### config.mk
export PLATFORM = sky130hd
export DESIGN_NAME = add16_stream_stage
export DESIGN_NICKNAME = d
export VERILOG_FILES = /design/src/rtl/add16_pkg.sv /design/src/rtl/add16_adder.sv /design/src/rtl/add16_result_fifo.sv /design/src/rtl/add16_stream_stage.sv
export SDC_FILE = /design/constraint.sdc
export NUM_CORES = 1
export LEC_CHECK = 0
export ABC_CLOCK_PERIOD_IN_PS = 5500
export BUFFER_PORTS_ARGS = -buffer_cell sky130_fd_sc_hd__buf_4
export CAP_MARGIN = 30
export CORE_ASPECT_RATIO = 1.4
export CORE_MARGIN = 2
export CORE_UTILIZATION = 45
export DETAILED_ROUTE_END_ITERATION = 8
export PLACE_DENSITY = 0.69
export SYNTH_ARGS = -nofsm -noshare
export SYNTH_HDL_FRONTEND = slang
export SYNTH_SLANG_ARGS = --single-unit
### constraint.sdc
create_clock -name clk -period 5.5 [get_ports clk]
set_input_delay 0.55 -clock clk [delete_from_list [all_inputs] [get_ports clk]]
set_output_delay 0.55 -clock clk [all_outputs]
set_load 0.005 [all_outputs]
### src/rtl/add16_pkg.sv
// ============================================================================
// Module   : add16_pkg
// Brief    : Shared types and constants for the add16 streaming stage.
// Revision : 1.0 - initial release
// ============================================================================
`default_nettype none

package add16_pkg;

    localparam int ADD_W        = 16;
    localparam int c_slice_w    = 4;
    localparam int c_num_slices = ADD_W / c_slice_w;

    typedef logic [ADD_W-1:0] operand_t;
    typedef logic [ADD_W:0]   result_t;

    typedef struct packed {
        operand_t a;
        operand_t b;
        logic     acc;
    } s1_t;

    // One ripple slice: returns {carry_out, sum[c_slice_w-1:0]}.
    function automatic logic [c_slice_w:0] slice_add(
        input logic [c_slice_w-1:0] a,
        input logic [c_slice_w-1:0] b,
        input logic                 cin
    );
        slice_add = {1'b0, a} + {1'b0, b} + {{c_slice_w{1'b0}}, cin};
    endfunction

endpackage : add16_pkg

`default_nettype wire

### src/rtl/add16_adder.sv
// ============================================================================
// Module   : add16_adder
// Brief    : Combinational 16-bit adder built from four 4-bit ripple slices.
// Revision : 1.0 - initial release
// ============================================================================
`default_nettype none

module add16_adder
    import add16_pkg::*;
(
    input  logic [15:0] a,
    input  logic [15:0] b,
    output logic [16:0] sum
);

    logic [c_num_slices:0] w_carry;
    logic [ADD_W-1:0]      w_sum;

    assign w_carry[0] = 1'b0;

    for (genvar i = 0; i < c_num_slices; i++) begin : g_slice
        assign {w_carry[i+1], w_sum[i*c_slice_w +: c_slice_w]} =
            slice_add(a[i*c_slice_w +: c_slice_w],
                      b[i*c_slice_w +: c_slice_w],
                      w_carry[i]);
    end

    assign sum = {w_carry[c_num_slices], w_sum};

endmodule : add16_adder

`default_nettype wire

### src/rtl/add16_result_fifo.sv
// ============================================================================
// Module   : add16_result_fifo
// Brief    : Two-entry result FIFO, 1-bit pointers and 2-bit occupancy count.
// Revision : 1.0 - initial release
// ============================================================================
`default_nettype none

module add16_result_fifo
    import add16_pkg::*;
#(
    parameter int DEPTH = 2
) (
    input  logic        clk,
    input  logic        rst_n,
    input  logic        push,
    input  logic        pop,
    input  logic [16:0] din,
    output logic [16:0] dout,
    output logic        full,
    output logic        empty
);

    result_t    r_mem [DEPTH];
    logic       r_wr_ptr;
    logic       r_rd_ptr;
    logic [1:0] r_count;

    assign full  = (r_count == 2'(DEPTH));
    assign empty = (r_count == 2'd0);
    assign dout  = r_mem[r_rd_ptr];

    // Storage is reset too so the output reads zero straight out of reset.
    always_ff @(posedge clk or negedge rst_n) begin
        if (!rst_n) begin
            for (int i = 0; i < DEPTH; i++) begin
                r_mem[i] <= '0;
            end
            r_wr_ptr <= 1'b0;
            r_rd_ptr <= 1'b0;
            r_count  <= 2'd0;
        end else begin
            if (push) begin
                r_mem[r_wr_ptr] <= din;
                r_wr_ptr        <= r_wr_ptr + 1'b1;
            end
            if (pop) begin
                r_rd_ptr <= r_rd_ptr + 1'b1;
            end
            case ({push, pop})
                2'b10:   r_count <= r_count + 2'd1;
                2'b01:   r_count <= r_count - 2'd1;
                default: r_count <= r_count;
            endcase
        end
    end

endmodule : add16_result_fifo

`default_nettype wire

### src/rtl/add16_stream_stage.sv
// ============================================================================
// Module   : add16_stream_stage
// Brief    : valid/ready wrapper around add16_adder with a 2-entry result
//            buffer and accumulate mode. ADD16_OVF_STICKY_EN adds ovf_sticky.
// Revision : 1.0 - initial release
// ============================================================================
`default_nettype none

module add16_stream_stage
    import add16_pkg::*;
#(
    parameter int WIDTH     = 16,
    parameter int RES_DEPTH = 2
) (
    input  logic             clk,
    input  logic             rst_n,
    input  logic             in_valid,
    output logic             in_ready,
    input  logic [WIDTH-1:0] in_a,
    input  logic [WIDTH-1:0] in_b,
    input  logic             in_acc,
    input  logic             clr_acc,
    output logic             out_valid,
    input  logic             out_ready,
    output logic [WIDTH:0]   out_sum,
`ifdef ADD16_OVF_STICKY_EN
    output logic             ovf_sticky,
`endif
    output logic [WIDTH-1:0] acc
);

    s1_t      r_s1;
    logic     r_s1_valid;
    operand_t r_acc;

    logic     w_load;
    logic     w_s1_adv;
    logic     w_pop;
    logic     w_full;
    logic     w_empty;
    operand_t w_add_b;
    result_t  w_sum;

    assign w_pop     = out_valid & out_ready;
    assign w_s1_adv  = r_s1_valid & (!w_full | w_pop);
    assign in_ready  = !r_s1_valid | w_s1_adv;
    assign w_load    = in_valid & in_ready;
    assign out_valid = !w_empty;
    assign acc       = r_acc;

    always_ff @(posedge clk or negedge rst_n) begin
        if (!rst_n) begin
            r_s1       <= '0;
            r_s1_valid <= 1'b0;
        end else if (w_load) begin
            r_s1       <= '{a: in_a, b: in_b, acc: in_acc};
            r_s1_valid <= 1'b1;
        end else if (w_s1_adv) begin
            r_s1_valid <= 1'b0;
        end
    end

    // acc is read and rewritten on the same edge stage 1 advances, so a
    // following accumulate op always sees the freshly updated total.
    assign w_add_b = r_s1.acc ? r_acc : r_s1.b;

    add16_adder u_adder (
        .a   (r_s1.a),
        .b   (w_add_b),
        .sum (w_sum)
    );

    always_ff @(posedge clk or negedge rst_n) begin
        if (!rst_n) begin
            r_acc <= '0;
        end else if (clr_acc) begin
            r_acc <= '0;
        end else if (w_s1_adv && r_s1.acc) begin
            r_acc <= w_sum[ADD_W-1:0];
        end
    end

    add16_result_fifo #(
        .DEPTH (RES_DEPTH)
    ) u_fifo (
        .clk   (clk),
        .rst_n (rst_n),
        .push  (w_s1_adv),
        .pop   (w_pop),
        .din   (w_sum),
        .dout  (out_sum),
        .full  (w_full),
        .empty (w_empty)
    );

`ifdef ADD16_OVF_STICKY_EN
    logic r_ovf_sticky;

    always_ff @(posedge clk or negedge rst_n) begin
        if (!rst_n) begin
            r_ovf_sticky <= 1'b0;
        end else if (clr_acc) begin
            r_ovf_sticky <= 1'b0;
        end else if (w_s1_adv && w_sum[ADD_W]) begin
            r_ovf_sticky <= 1'b1;
        end
    end

    assign ovf_sticky = r_ovf_sticky;
`endif

endmodule : add16_stream_stage

`default_nettype wire

==> flow_summary.ini <==
[yosys]
synth_compound_area_share_pct = 7.715
synth_xor_area_share_pct = 2.483
synth_nets = 392
yosys.area_share.adder_pct = 7.449
synth.area.mux_share_pct = 20.40
synth_cells = 333
synth_top_family_by_area = multiplexers
syn_avg_cell_area_um2 = 12.71
synth_area_um2 = 4233
ys_seq_area_share_pct = 52.02
synth_edf_count = 0
synth-simple-area-share_pct = 6.474
synth-async-reset-ratio_pct = 100.0
yosys_most_used_dff = dfrtp_1
ys_seq_elements = 88
synth.yosys.warnings = 0
synth.distinct_cells = 32

[power_and_ir_drop]
total_leakage_power_nw = 2.524
irDropWorstVdd_uv = 226.0
p_per_area_nw_per_um2 = 543.8
fin_total_pwr_w = 0.002841

[clocking]
cts_hold_repair.buffers = 0
cts_max_level = 3
clock_sinks = 88
cts_root_buf = clkbuf_16
clkSlewWorstSetupHoldPaths_ps = 60
cts_buffers = 9
cts_tree = done
cts_setup_buffers = 0
cts_resized = 0
clkLatencyLatePin_ps = 340
clock_path_buffers = 2

[detailed_routing]
num_vias = 2714
viasPerCell = 5.250
first_pass_iters = 4
wl_um = 8403
drc = 0
wl_per_cell_um = 16.25
drt_iter0_markers = 157
ant_nets = 0

[setup_path]
cp_slowest_stage_delay_ps = 470
crit_buf_inv = 5
critPathMostFrequentCell = fa_1
worst-endpoint-required_ps = 5720
path_max_fanout = 6
endpoint_kind = flip-flop
critPathTopFamily = adder cells
path_class = reg2reg
worstPathArrival_ps = 5300
worstSetupStartpointType = flip-flop
reg2reg_slack_ps = 410
crit_slowest_cell = dfrtp_1
path_cells = mux2_2 -> ha_1 -> inv_1 -> fa_1 -> inv_1 -> a21o_1 -> a21oi_1 -> fa_1 -> fa_1 -> inv_1 -> a21o_1 -> a21oi_1 -> fa_1 -> fa_1 -> inv_1 -> a21o_1 -> a21oi_1 -> fa_1 -> inv_1 -> fa_1 -> mux2_2

[die]
initial_core_util_pct = 46.62
rows = 41
die-area_um2 = 10210
core_um2 = 9080
ioPinCount = 73
die_h_um = 118.8
die_x_um = 85.97

[timing]
hold_ws_ps = 156.2
period_needed_ps = 5085
finalHoldViolCount = 0
fin_skew_ps = 5.946
drv_slew = 0
finalWorstSetupSlack_ps = 414.6
rsz0062_at_grt = false
fin_crit_sh_pct = 92.46
max_freq_mhz = 196.6
setup_tns_ps = 0
setup_viol = 0
worstMarginPinSlew_ps = 813.3
maxSlewHeadroom_pct = 45.63

[cells_and_area]
fin_cells = 517
final_layout_size_suffix_gt1_share_pct = 40.73
nets = 464
areaGrowthSynthToFinish_pct = 23.44
diodes = 0

[run]
cap_viol_max_count = 0

[outcome]
status = complete, no violations

[grt]
grt_pass1_wl_um = 14210
grt_max_degree = 57
grt.total_usage_pct = 17.98
antenna_found_initial = 0
grt_overflow = 0
first_global_vias = 2851

[placed_design]
place_ws_ps = 462.1
dp_hpwl_um = 6245
placed_cells = 501
numPortBuffers = 72
gp_congestion = 0.7873

[hold_path]
hp-class = in2async
## worst paths after layout
check / from / end / cells past startpoint
setup / recovery: r_s1[0]$_DFFE_PN0P_ / u_fifo.r_mem[30]$_DFFE_PN0P_ / 21
hold / removal: rst_n / r_s1[13]$_DFFE_PN0P_ / 1
setup reg to reg: r_s1[0]$_DFFE_PN0P_ / u_fifo.r_mem[30]$_DFFE_PN0P_ / 21
hold reg to reg: u_fifo.r_mem[0]$_DFFE_PN0P_ / u_fifo.r_mem[0]$_DFFE_PN0P_ / 2
max in group asynchronous: rst_n / r_s1[2]$_DFFE_PN0P_ / 2
min in group clk: in_valid / r_s1_valid$_DFFE_PN0P_ / 2
## power breakdown
part           internal, W  leakage, nW  switching, W
Sequential        0.000866         1.08      0.000160
Clock             0.000435        0.161      0.000243
Combinational     0.000623         1.29      0.000514
Total              0.00192         2.52      0.000917
## sequential cells by signal, indices dropped and copies added (netlist names)
signal           flops
u_fifo.r_mem        34
u_fifo.r_wr_ptr      1
u_fifo.r_rd_ptr      1
acc                 16
r_s1_valid           1
u_fifo.r_count       2
r_s1                33
## synthesized netlist by cell type (2+ instances only)
| cell type | instances | share of area [%] |
|---|---|---|
| dfrtp_1 | 88 | 52 |
| mux2_2 | 66 | 18 |
| nand2_1 | 32 | 2.8 |
| o21ai_0 | 22 | 2.6 |
| ha_1 | 14 | 4.1 |
| inv_1 | 14 | 1.2 |
| buf_2 | 9 | 1.1 |
| nor2_1 | 9 | 0.80 |
| o2bb2ai_1 | 9 | 1.9 |
| a21oi_1 | 8 | 0.95 |
| xor2_1 | 8 | 1.7 |
| fa_1 | 7 | 3.3 |
| a22o_1 | 6 | 1.2 |
| mux2i_1 | 6 | 1.4 |
| a21o_1 | 5 | 0.89 |
| nand2b_1 | 5 | 0.74 |
| mux2_4 | 4 | 1.4 |
| xnor2_1 | 4 | 0.83 |
| buf_4 | 2 | 0.35 |
| clkbuf_1 | 2 | 0.18 |
| nand3_1 | 2 | 0.24 |
## layout make-up
class	instances	area, um^2
clock buffers	12	266.5
clock inverters	4	75.07
fillers	767	3855
inverters	14	52.55
multi-input cells	216	1884
flip-flops and latches	88	2202
well taps	107	133.9
repair buffers	76	610.6
## per-layer routing
metal / share of wire, % / vias to the layer above / track usage (%)
li1: - / 1301 / -
met1: 44 / 1349 / 23.88
met2: 51 / 52 / 28.34
met3: 3.2 / 12 / 3.212
met4: 2.2 / 0 / 8.433
met5: 0 / - / 0
## metrics by stage
stage          area (um^2)  utilization (%)
6_report              5225            57.54
5_1_grt               5225            57.54
4_1_cts               5225            57.54
3_5_place_dp          4883            53.78
3_3_place_gp          4828            53.18
2_1_floorplan         4233                -
## cell families after synthesis
| kind of cell | after synthesis |
|---|---|
| flops | 88 |
| mux | 76 |
| simple gates | 56 |
| compound gates | 51 |
| buf+inv | 29 |
| fa+ha+maj | 21 |
| xor+xnor | 12 |
## placed cells by master (no fill, tap or decap), types with 4 or more instances in the layout
| master | instances |
|---|---|
| mux2_2 | 66 |
| a21o_1 | 5 |
| a22o_1 | 6 |
| dfrtp_1 | 88 |
| fa_1 | 7 |
| xnor2_1 | 4 |
| mux2i_1 | 6 |
| nor2_1 | 9 |
| o2bb2ai_1 | 9 |
| mux2_4 | 4 |
| inv_1 | 14 |
| nand2b_1 | 5 |
| nand2_1 | 32 |
| ha_1 | 14 |
| buf_4 | 74 |
| a21oi_1 | 8 |
| xor2_1 | 8 |
| o21ai_0 | 22 |
| clkbuf_16 | 9 |
Note: power is estimated with default switching activity, not from simulation.
